$ cat src/rtl/iomem_led_pwm.sv
// -----------------------------------------------------------------------------
// iomem_led_pwm
//   Memory-mapped 8-channel LED PWM peripheral on the picosoc iomem bus.
//   It decodes iomem_addr[31:24] == BASE_ADDR. Each hit is acknowledged with a
//   one-cycle iomem_ready, and iomem_rdata is loaded on the same edge.
//   Duty values are double-buffered (shadow -> active on period wrap), so a
//   PWM period is never cut short or stretched by a register write.
//
// Optional feature macro: LEDPWM_IRQ_EN
//   When defined, this adds the period_done status flag (W1C), the CTRL[2]
//   irq_en bit and the registered level interrupt. When undefined, irq is
//   tied 0 and these bits read 0.
//
// Ports
//   clk          in   system clock
//   reset        in   synchronous reset, active-high
//   iomem_valid  in   bus request
//   iomem_ready  out  one-cycle acknowledge
//   iomem_wstrb  in   [3:0] byte write strobes, 0 = read
//   iomem_addr   in   [31:0] byte address
//   iomem_wdata  in   [31:0] write data
//   iomem_rdata  out  [31:0] read data, valid while iomem_ready = 1
//   leds         out  [7:0] registered PWM outputs
//   irq          out  level interrupt (end of PWM period)
//
// Register map (word offset addr[4:2])
//   0 CTRL      [0] enable, [1] invert, [2] irq_en
//   1 PRESCALE  [PRESCALE_W-1:0]
//   2 DUTY_LO   duty3..duty0 (shadow)
//   3 DUTY_HI   duty7..duty4 (shadow)
//   4 STATUS    [7:0] leds, [8] period_done (W1C), [23:16] pwm_cnt
//   5..7        read 0, writes ignored
// -----------------------------------------------------------------------------
module iomem_led_pwm #(
  parameter logic [7:0] BASE_ADDR  = 8'h03,
  parameter int         PRESCALE_W = 16
) (
  input  logic        clk,
  input  logic        reset,
  input  logic        iomem_valid,
  output logic        iomem_ready,
  input  logic [3:0]  iomem_wstrb,
  input  logic [31:0] iomem_addr,
  input  logic [31:0] iomem_wdata,
  output logic [31:0] iomem_rdata,
  output logic [7:0]  leds,
  output logic        irq
);

  logic                  ready_q;
  logic [31:0]           rdata_q;
  logic                  enable_q, enable_d;
  logic                  invert_q, invert_d;
  logic [PRESCALE_W-1:0] prescale_q, prescale_d;
  logic [PRESCALE_W-1:0] pre_cnt_q, pre_cnt_d;
  logic [7:0]            pwm_cnt_q, pwm_cnt_d;
  logic [7:0][7:0]       shadow_q, shadow_d;
  logic [7:0][7:0]       active_q, active_d;
  logic [7:0]            leds_q, leds_d;

  logic        hit, wr, prescale_wr, tick, wrap;
  logic [2:0]  reg_sel;
  logic [31:0] rdata_mux;
  logic        pd_bit, irq_en_bit;

  // Address bits outside the decoded fields are deliberately ignored.
  logic unused_addr;
  assign unused_addr = ^{iomem_addr[23:5], iomem_addr[1:0]};

  // A hit is never taken while ready is high, so back-to-back requests are
  // acknowledged every other cycle.
  assign hit     = iomem_valid && !ready_q && (iomem_addr[31:24] == BASE_ADDR);
  assign wr      = hit && (iomem_wstrb != 4'b0000);
  assign reg_sel = iomem_addr[4:2];

  assign tick = enable_q && (pre_cnt_q == prescale_q);
  assign wrap = tick && (pwm_cnt_q == 8'hFF);

  // Read mux uses current register values, so a write returns pre-write data.
  always_comb begin
    rdata_mux = '0;
    case (reg_sel)
      3'd0:    rdata_mux[2:0] = {irq_en_bit, invert_q, enable_q};
      3'd1:    rdata_mux[PRESCALE_W-1:0] = prescale_q;
      3'd2:    rdata_mux = shadow_q[3:0];
      3'd3:    rdata_mux = shadow_q[7:4];
      3'd4:    rdata_mux = {8'h00, pwm_cnt_q, 7'h00, pd_bit, leds_q};
      default: rdata_mux = '0;
    endcase
  end

  always_comb begin
    enable_d    = enable_q;
    invert_d    = invert_q;
    prescale_d  = prescale_q;
    shadow_d    = shadow_q;
    prescale_wr = 1'b0;
    if (wr) begin
      case (reg_sel)
        3'd0: begin
          if (iomem_wstrb[0]) begin
            enable_d = iomem_wdata[0];
            invert_d = iomem_wdata[1];
          end
        end
        3'd1: begin
          prescale_wr = 1'b1;
          for (int k = 0; k < PRESCALE_W; k++) begin
            if (iomem_wstrb[k/8]) prescale_d[k] = iomem_wdata[k];
          end
        end
        3'd2: begin
          for (int b = 0; b < 4; b++) begin
            if (iomem_wstrb[b]) shadow_d[b] = iomem_wdata[8*b +: 8];
          end
        end
        3'd3: begin
          for (int b = 0; b < 4; b++) begin
            if (iomem_wstrb[b]) shadow_d[b+4] = iomem_wdata[8*b +: 8];
          end
        end
        default: ;
      endcase
    end
  end

  // Counters look at enable_d so a falling enable clears them on the very
  // edge that disables the block; while disabled they sit at zero.
  always_comb begin
    pre_cnt_d = pre_cnt_q;
    pwm_cnt_d = pwm_cnt_q;
    if (enable_q) begin
      if (tick) begin
        pre_cnt_d = '0;
        pwm_cnt_d = pwm_cnt_q + 8'd1;
      end else begin
        pre_cnt_d = pre_cnt_q + PRESCALE_W'(1);
      end
    end
    if (prescale_wr) pre_cnt_d = '0;
    if (!enable_d) begin
      pre_cnt_d = '0;
      pwm_cnt_d = '0;
    end
  end

  always_comb begin
    for (int i = 0; i < 8; i++) begin
      active_d[i] = (!enable_q || wrap) ? shadow_q[i] : active_q[i];
      leds_d[i]   = (enable_q && ((active_q[i] == 8'hFF) ||
                                  (pwm_cnt_q < active_q[i]))) ^ invert_q;
    end
  end

  always_ff @(posedge clk) begin
    if (reset) begin
      ready_q    <= 1'b0;
      rdata_q    <= '0;
      enable_q   <= 1'b0;
      invert_q   <= 1'b0;
      prescale_q <= '0;
      pre_cnt_q  <= '0;
      pwm_cnt_q  <= '0;
      shadow_q   <= '0;
      active_q   <= '0;
      leds_q     <= '0;
    end else begin
      ready_q    <= hit;
      if (hit) rdata_q <= rdata_mux;
      enable_q   <= enable_d;
      invert_q   <= invert_d;
      prescale_q <= prescale_d;
      pre_cnt_q  <= pre_cnt_d;
      pwm_cnt_q  <= pwm_cnt_d;
      shadow_q   <= shadow_d;
      active_q   <= active_d;
      leds_q     <= leds_d;
    end
  end

`ifdef LEDPWM_IRQ_EN
  logic period_done_q;
  logic irq_en_q;
  logic irq_q;
  logic pd_clr;

  assign pd_clr = wr && (reg_sel == 3'd4) && iomem_wstrb[1] && iomem_wdata[8];

  // Set takes priority over a simultaneous W1C clear.
  always_ff @(posedge clk) begin
    if (reset) begin
      period_done_q <= 1'b0;
      irq_en_q      <= 1'b0;
      irq_q         <= 1'b0;
    end else begin
      if (wrap)        period_done_q <= 1'b1;
      else if (pd_clr) period_done_q <= 1'b0;
      if (wr && (reg_sel == 3'd0) && iomem_wstrb[0]) irq_en_q <= iomem_wdata[2];
      irq_q <= period_done_q && irq_en_q;
    end
  end

  assign pd_bit     = period_done_q;
  assign irq_en_bit = irq_en_q;
  assign irq        = irq_q;
`else
  assign pd_bit     = 1'b0;
  assign irq_en_bit = 1'b0;
  assign irq        = 1'b0;
`endif

  assign iomem_ready = ready_q;
  assign iomem_rdata = rdata_q;
  assign leds        = leds_q;

endmodule

$ cat config.mk
export PLATFORM = sky130hd
export DESIGN_NAME = iomem_led_pwm
export DESIGN_NICKNAME = d
export VERILOG_FILES = /design/src/rtl/iomem_led_pwm.sv
export SDC_FILE = /design/constraint.sdc
export NUM_CORES = 1
export LEC_CHECK = 0
export CAP_MARGIN = 30
export CORE_MARGIN = 3
export CORE_UTILIZATION = 45
export DETAILED_ROUTE_END_ITERATION = 16
export DONT_BUFFER_PORTS = 1
export GPL_TIMING_DRIVEN = 0
export PLACE_DENSITY_LB_ADDON = 0.05
export SYNTH_ARGS = -nofsm -noshare
export SYNTH_HDL_FRONTEND = slang
export SYNTH_SLANG_ARGS = --single-unit
$ cat constraint.sdc
create_clock -name clk -period 2.5 [get_ports clk]
set_input_delay 0.25 -clock clk [delete_from_list [all_inputs] [get_ports clk]]
set_output_delay 0.25 -clock clk [all_outputs]
set_load 0.01 [all_outputs]
# After elaboration in Yosys (flattened, before gate mapping)
# Index checks and enable logic that the tools add are counted.
# classes
addsub	2
magnitude_cmp	8
n_eq_ne	15
muxes	9
bitwise	9
n_reduce_logical	40
# ops
operator	count
8-bit == test, second input constant	9
8-bit < comparator	8
13-bit case mux with 4 select lines	1
16-bit case mux with 3 select lines	1
3-bit AND reduction	11
16-bit by 1-bit adder with 16-bit output, second input constant	1
16-bit == test	1
16-bit 2-to-1 mux	1
3-bit case mux with 5 select lines	1
1-bit logical AND	13
1-bit logical OR	9
8-bit by 1-bit adder with 8-bit output, second input constant	1
8-bit by 2-bit == test with 1-bit output, second input constant	1
1-bit bitwise XOR	8
3-bit by 2-bit == test with 1-bit output, second input constant	2
1-bit 2-to-1 mux	5
4-bit nonzero test	1
3-bit by 1-bit == test with 1-bit output, second input constant	1
3-bit == test, second input constant	1
3-bit zero test	1
3-bit OR reduction	1
1-bit zero test	2
2-bit AND reduction	1
2-bit OR reduction	1
1-bit inverter	1
# word_totals
ff_bits	211
input_bits	71
output_inout_bits	42

# Logic depth before layout (Yosys ltp)
# depth
depth_word	7
depth_mapped	8

# Least setup slack after synthesis
# OpenSTA, ideal clock, no wires.
# synth_path
path_kind	reg2reg
start	register pre_cnt_q[3]
end	register active_q[16] in the netlist's numbering
t_arrival_ns	1.795
setup_slack_ns	0.577
path_stages_with_launch	9
n_path_buf	2
period_less_slack_ns	1.923
path_cell_list	dfxtp_1 > xnor2_1 > nand4_1 > nor3_2 > a31o_2 > buf_2 > buf_4 > mux2i_1 > nor2_1
# synth_via
elab_chain_len	4
# synth_rtl
item	line	source
start: declaration	55	logic [PRESCALE_W-1:0] pre_cnt_q, pre_cnt_d;
start signal: assignment	173	pre_cnt_q <= pre_cnt_d;
16-bit == test	76	assign tick = enable_q && (pre_cnt_q == prescale_q);
1-bit logical AND	76	
1-bit logical AND	77	assign wrap = tick && (pwm_cnt_q == 8'hFF);
1-bit logical OR	149	active_d[i] = (!enable_q || wrap) ? shadow_q[i] : active_q[i];
end signal: assignment	176	active_q <= active_d;
end: declaration	58	logic [7:0][7:0] active_q, active_d;
# No other way between the ends.
# A chain may end at the register's enable or synchronous reset.

# Worst setup path in the final report
# layout_path
start	register prescale_q[5]
end	register active_q[4] in the netlist's numbering
# layout_via
elab_chain_len	4
# layout_rtl
item	line	source
start: declaration	54	logic [PRESCALE_W-1:0] prescale_q, prescale_d;
start signal: assignment	172	prescale_q <= prescale_d;
16-bit == test	76	
1-bit logical AND	76	
1-bit logical AND	77	
1-bit logical OR	149	
# No other way between the ends.

==> flow_summary.toml <==
[logic_synthesis]
count_of_flip_flops_with_a_built_in_enable_after_synthesis = 0
netlist-cell-type-count = 48
yosys_warnings = 0
synth_sequential_area_ratio = 0.4162
postSynth.topFlopCell = "dfxtp_1"
synth_async_sr_flop_share = 0
post_synth_instance_area_um2 = 10150
yosys_register_bits = 211
synthesis.area_per_instance_um2 = 8.911
synth.top_cell.area_share = 0.4162
synth_top_cell_by_area = "dfxtp_1"
post_synth_main_area_contributors = "dfxtp_1 42%, mux2i_1 13%, ha_1 7.1%, nor2_1 6.1%, a21oi_1 4.3%"
synthesis.instances = 1139
net_count_after_synthesis = 1268

[drt]
detailedRoute.firstPassIterationCount = 5
viasPerCell = 5.645
ant_nets = 0
totalWireLength_um = 32700
drt-wirelength-per-cell_um = 21.85
drt_iter0_drc = 677
residual_drc_count = 0
detailroute.via_count = 8451

[grt]
initial_antenna_violation_count = 0
gr-total-overflow = 0
first_global_vias = 8202
grt_first_pass_wirelength_um = 49620
grt_start_max_net_pins = 15
total_routing_usage_reported_by_global_routing = 0.2655

[floorplan]
die_y_um = 156.2
core.rowCount = 54
core-area_um2 = 22030
io_pins = 113
start_util = 0.4608
die-width_um = 156.2
floorplan.die_area_um2 = 24390

[critical_path]
cells_along_the_critical_path = "xnor2_1, nand4_1, nor3_4, a31o_2, buf_2, buf_4, mux2i_1, nor2_1"
cp-end-kind = "flop"
slowest_stage = "dfxtp_1"
critPathArrivalTime_ns = 2.75
crit_path_max_incr_delay_ns = 0.45
worstSetupStartpoint = "prescale_q[5]"
worst_r2r_startpoint = "prescale_q[5]"
critical_path_peak_fanout = 10
timing.setup.critical_path_class = "reg -> reg"
critical_path_required_ns = 2.88
timing.critical_path.from_type = "flop"

[sta]
worst_slew_pin_slew_ns = 0.8270
hold-worst-slack_ns = 0.02759
rsz_0062_raised_after_global_routing = "false"
fin_worst_skew_ns = 0.01614
finalCriticalPeriod_ns = 2.376
timing_hold_violations_final = 0
post-route-period-util = 0.9502
layout_setup_ws_ns = 0.1244
max-slew-margin-rel = 0.4487
max_freq_mhz = 420.9
setup-violations-final = 0
report.final.slew_viol_count = 0

[placed_design]
placement_stage_worst_setup_slack_ns = -0.3670
dpl.cell_count = 1419
globalplace.congestion = 0.8561
placement.io_buffers = 0
post-dp-hpwl_um = 23750

[final_layout]
flow.area_growth_from_synthesis_pct = 15.27
final_util = 0.5312
antenna_cells_inserted = 0
filler_free_cell_count_of_the_finished_design = 1497
design.final.nets = 1329
post_route_cells_drive_above_1_share = 0.07806

[clocking]
clock_path_buffers = 3
cts_root_buffer = "clkbuf_16"
cts_buffers = 25
cts.clk_slew.worst_paths_ns = 0.06
clock_sinks = 211
cts_setup_buffers = 0
cts_htree_levels = 1
worst_skew_pair.late_latency_ns = 0.53
cts_tree = "built"

[min_path]
timing.hold.worst.class = "in -> reg"
hp-start = "iomem_addr[4]"

[run_status]
outcome = "finished clean"

[power]
p_total_mw = 7.227
vdd_drop_max_uv = 428.9
power_per_cell_area_nw_per_um2 = 617.7
power.static_leakage_nw = 4.634

[job]
maxCapViolCount = 0
==> final cells by class <==
class	instances	area, um2
fill	2161	10330
sequential	211	4233
multi-input combinational	798	5413
inverter	61	229.0
clock buffer	38	724.4
buffer	69	325.3
tap	280	350.3
clock inverter	6	85.08
timing repair buffer	34	340.3
==> repair_timing <==
item,in CTS,in global routing
gates resized for setup,9,12
endpoints found under the hold margin,81,0
endpoints found under the setup margin,97,71
hold buffers,34,0
==> power by group <==
part | internal [mW] | switching [mW] | leakage, nW
Clock | 2.19 | 1.44 | 0.390
Combinational | 0.0703 | 0.163 | 2.54
Sequential | 3.36 | 0.000889 | 1.70
Total | 5.62 | 1.60 | 4.63
==> per-stage QoR <==
step / cell area (um2) / TNS, ns
6_report: 11700 / 0
5_1_grt: 11700 / 0
4_1_cts: 11670 / 0
3_5_place_dp: 10500 / -16.71
3_3_place_gp: 10500 / -18.21
2_1_floorplan: 10150 / 0
==> metal layers <==
metal / vias to the layer above / track usage / routed length [um]
li1: 4093 / - / -
met1: 4061 / 0.3759 / 14990
met2: 241 / 0.4148 / 14630
met3: 56 / 0.05132 / 2064
met4: 0 / 0.07461 / 1025
met5: - / 0 / 0
==> state kept, by name, indices dropped and copies added (netlist names) <==
name and cells:
active_q 64, shadow_q 64, iomem_rdata 32, pre_cnt_q 16, prescale_q 16, leds 8, pwm_cnt_q 8, enable_q 1
invert_q 1, iomem_ready 1
==> cell usage after synthesis, types with 2 or more instances <==
cell / n
nand2_1: 75
buf_6: 2
o31ai_1: 3
xnor2_1: 17
o21ai_0: 17
nand2b_1: 11
clkbuf_1: 45
dfxtp_1: 211
a22oi_1: 16
buf_2: 10
nor3_2: 2
nor3_1: 33
buf_4: 7
nand3_1: 44
a41oi_1: 9
buf_1: 5
o221ai_1: 7
inv_1: 61
or4_1: 3
a21oi_1: 87
a221oi_1: 8
nor2_1: 164
xor2_1: 17
mux2i_1: 128
nand4_1: 17
and3_1: 14
and2b_1: 2
and4_1: 2
and2_1: 4
nor2b_1: 13
mux2_2: 17
ha_1: 58
a2111o_1: 8
a31oi_1: 8
==> layout by cell type (no fill, tap or decap), types with 4 or more instances in the layout <==
cell type	count
clkbuf_2	5
o21ai_0	17
nor2b_1	13
buf_4	6
nor2_1	164
xor2_1	17
clkbuf_1	49
o221ai_1	7
dlygate4sd3_1	34
and3_1	14
dfxtp_1	204
a31oi_1	8
nand3_1	43
clkbuf_16	25
buf_2	9
a22oi_1	16
nand4_1	17
nand2_1	75
xnor2_1	17
a41oi_1	9
mux2i_1	128
nand2b_1	11
clkbuf_8	5
inv_1	61
a21oi_1	87
dfxtp_2	7
ha_1	58
mux2_2	17
buf_1	4
and2_1	4
nor3_1	32
a2111o_1	8
a221oi_1	8
==> path summary, 6_finish.rpt <==
path                  endpoint  slack, ns  depth (start not counted)
setup / recovery   active_q[4]       0.12                          8
hold / removal        invert_q       0.03                          4
setup reg to reg   active_q[4]       0.12                          8
hold reg to reg   shadow_q[48]       0.48                          2
==> critical path: cells and delay by family (launching register included) <==
| family | cells | cell delay (ns) |
|---|---|---|
| AO/OA/AOI/OAI | 1 | 0.20 |
| XOR/XNOR | 1 | 0.16 |
| buffers and inverters | 2 | 0.62 |
| flip-flops | 1 | 0.45 |
| multiplexers | 1 | 0.21 |
| AND/OR/NAND/NOR | 3 | 0.58 |
==> kinds of logic (layout without fill, tap and decap cells) <==
logic type / after synthesis / after routing / share of synthesized area
simple gates: 391 / 391 / 0.1781
flops: 211 / 211 / 0.4162
compound gates: 169 / 169 / 0.1060
mux: 145 / 145 / 0.1451
buf+inv: 130 / 208 / 0.05338
fa+ha+maj: 58 / 58 / 0.07150
xor+xnor: 34 / 34 / 0.02934
other cells: 1 / 1 / 0.0003695
Power figures use the tool's default switching activity.
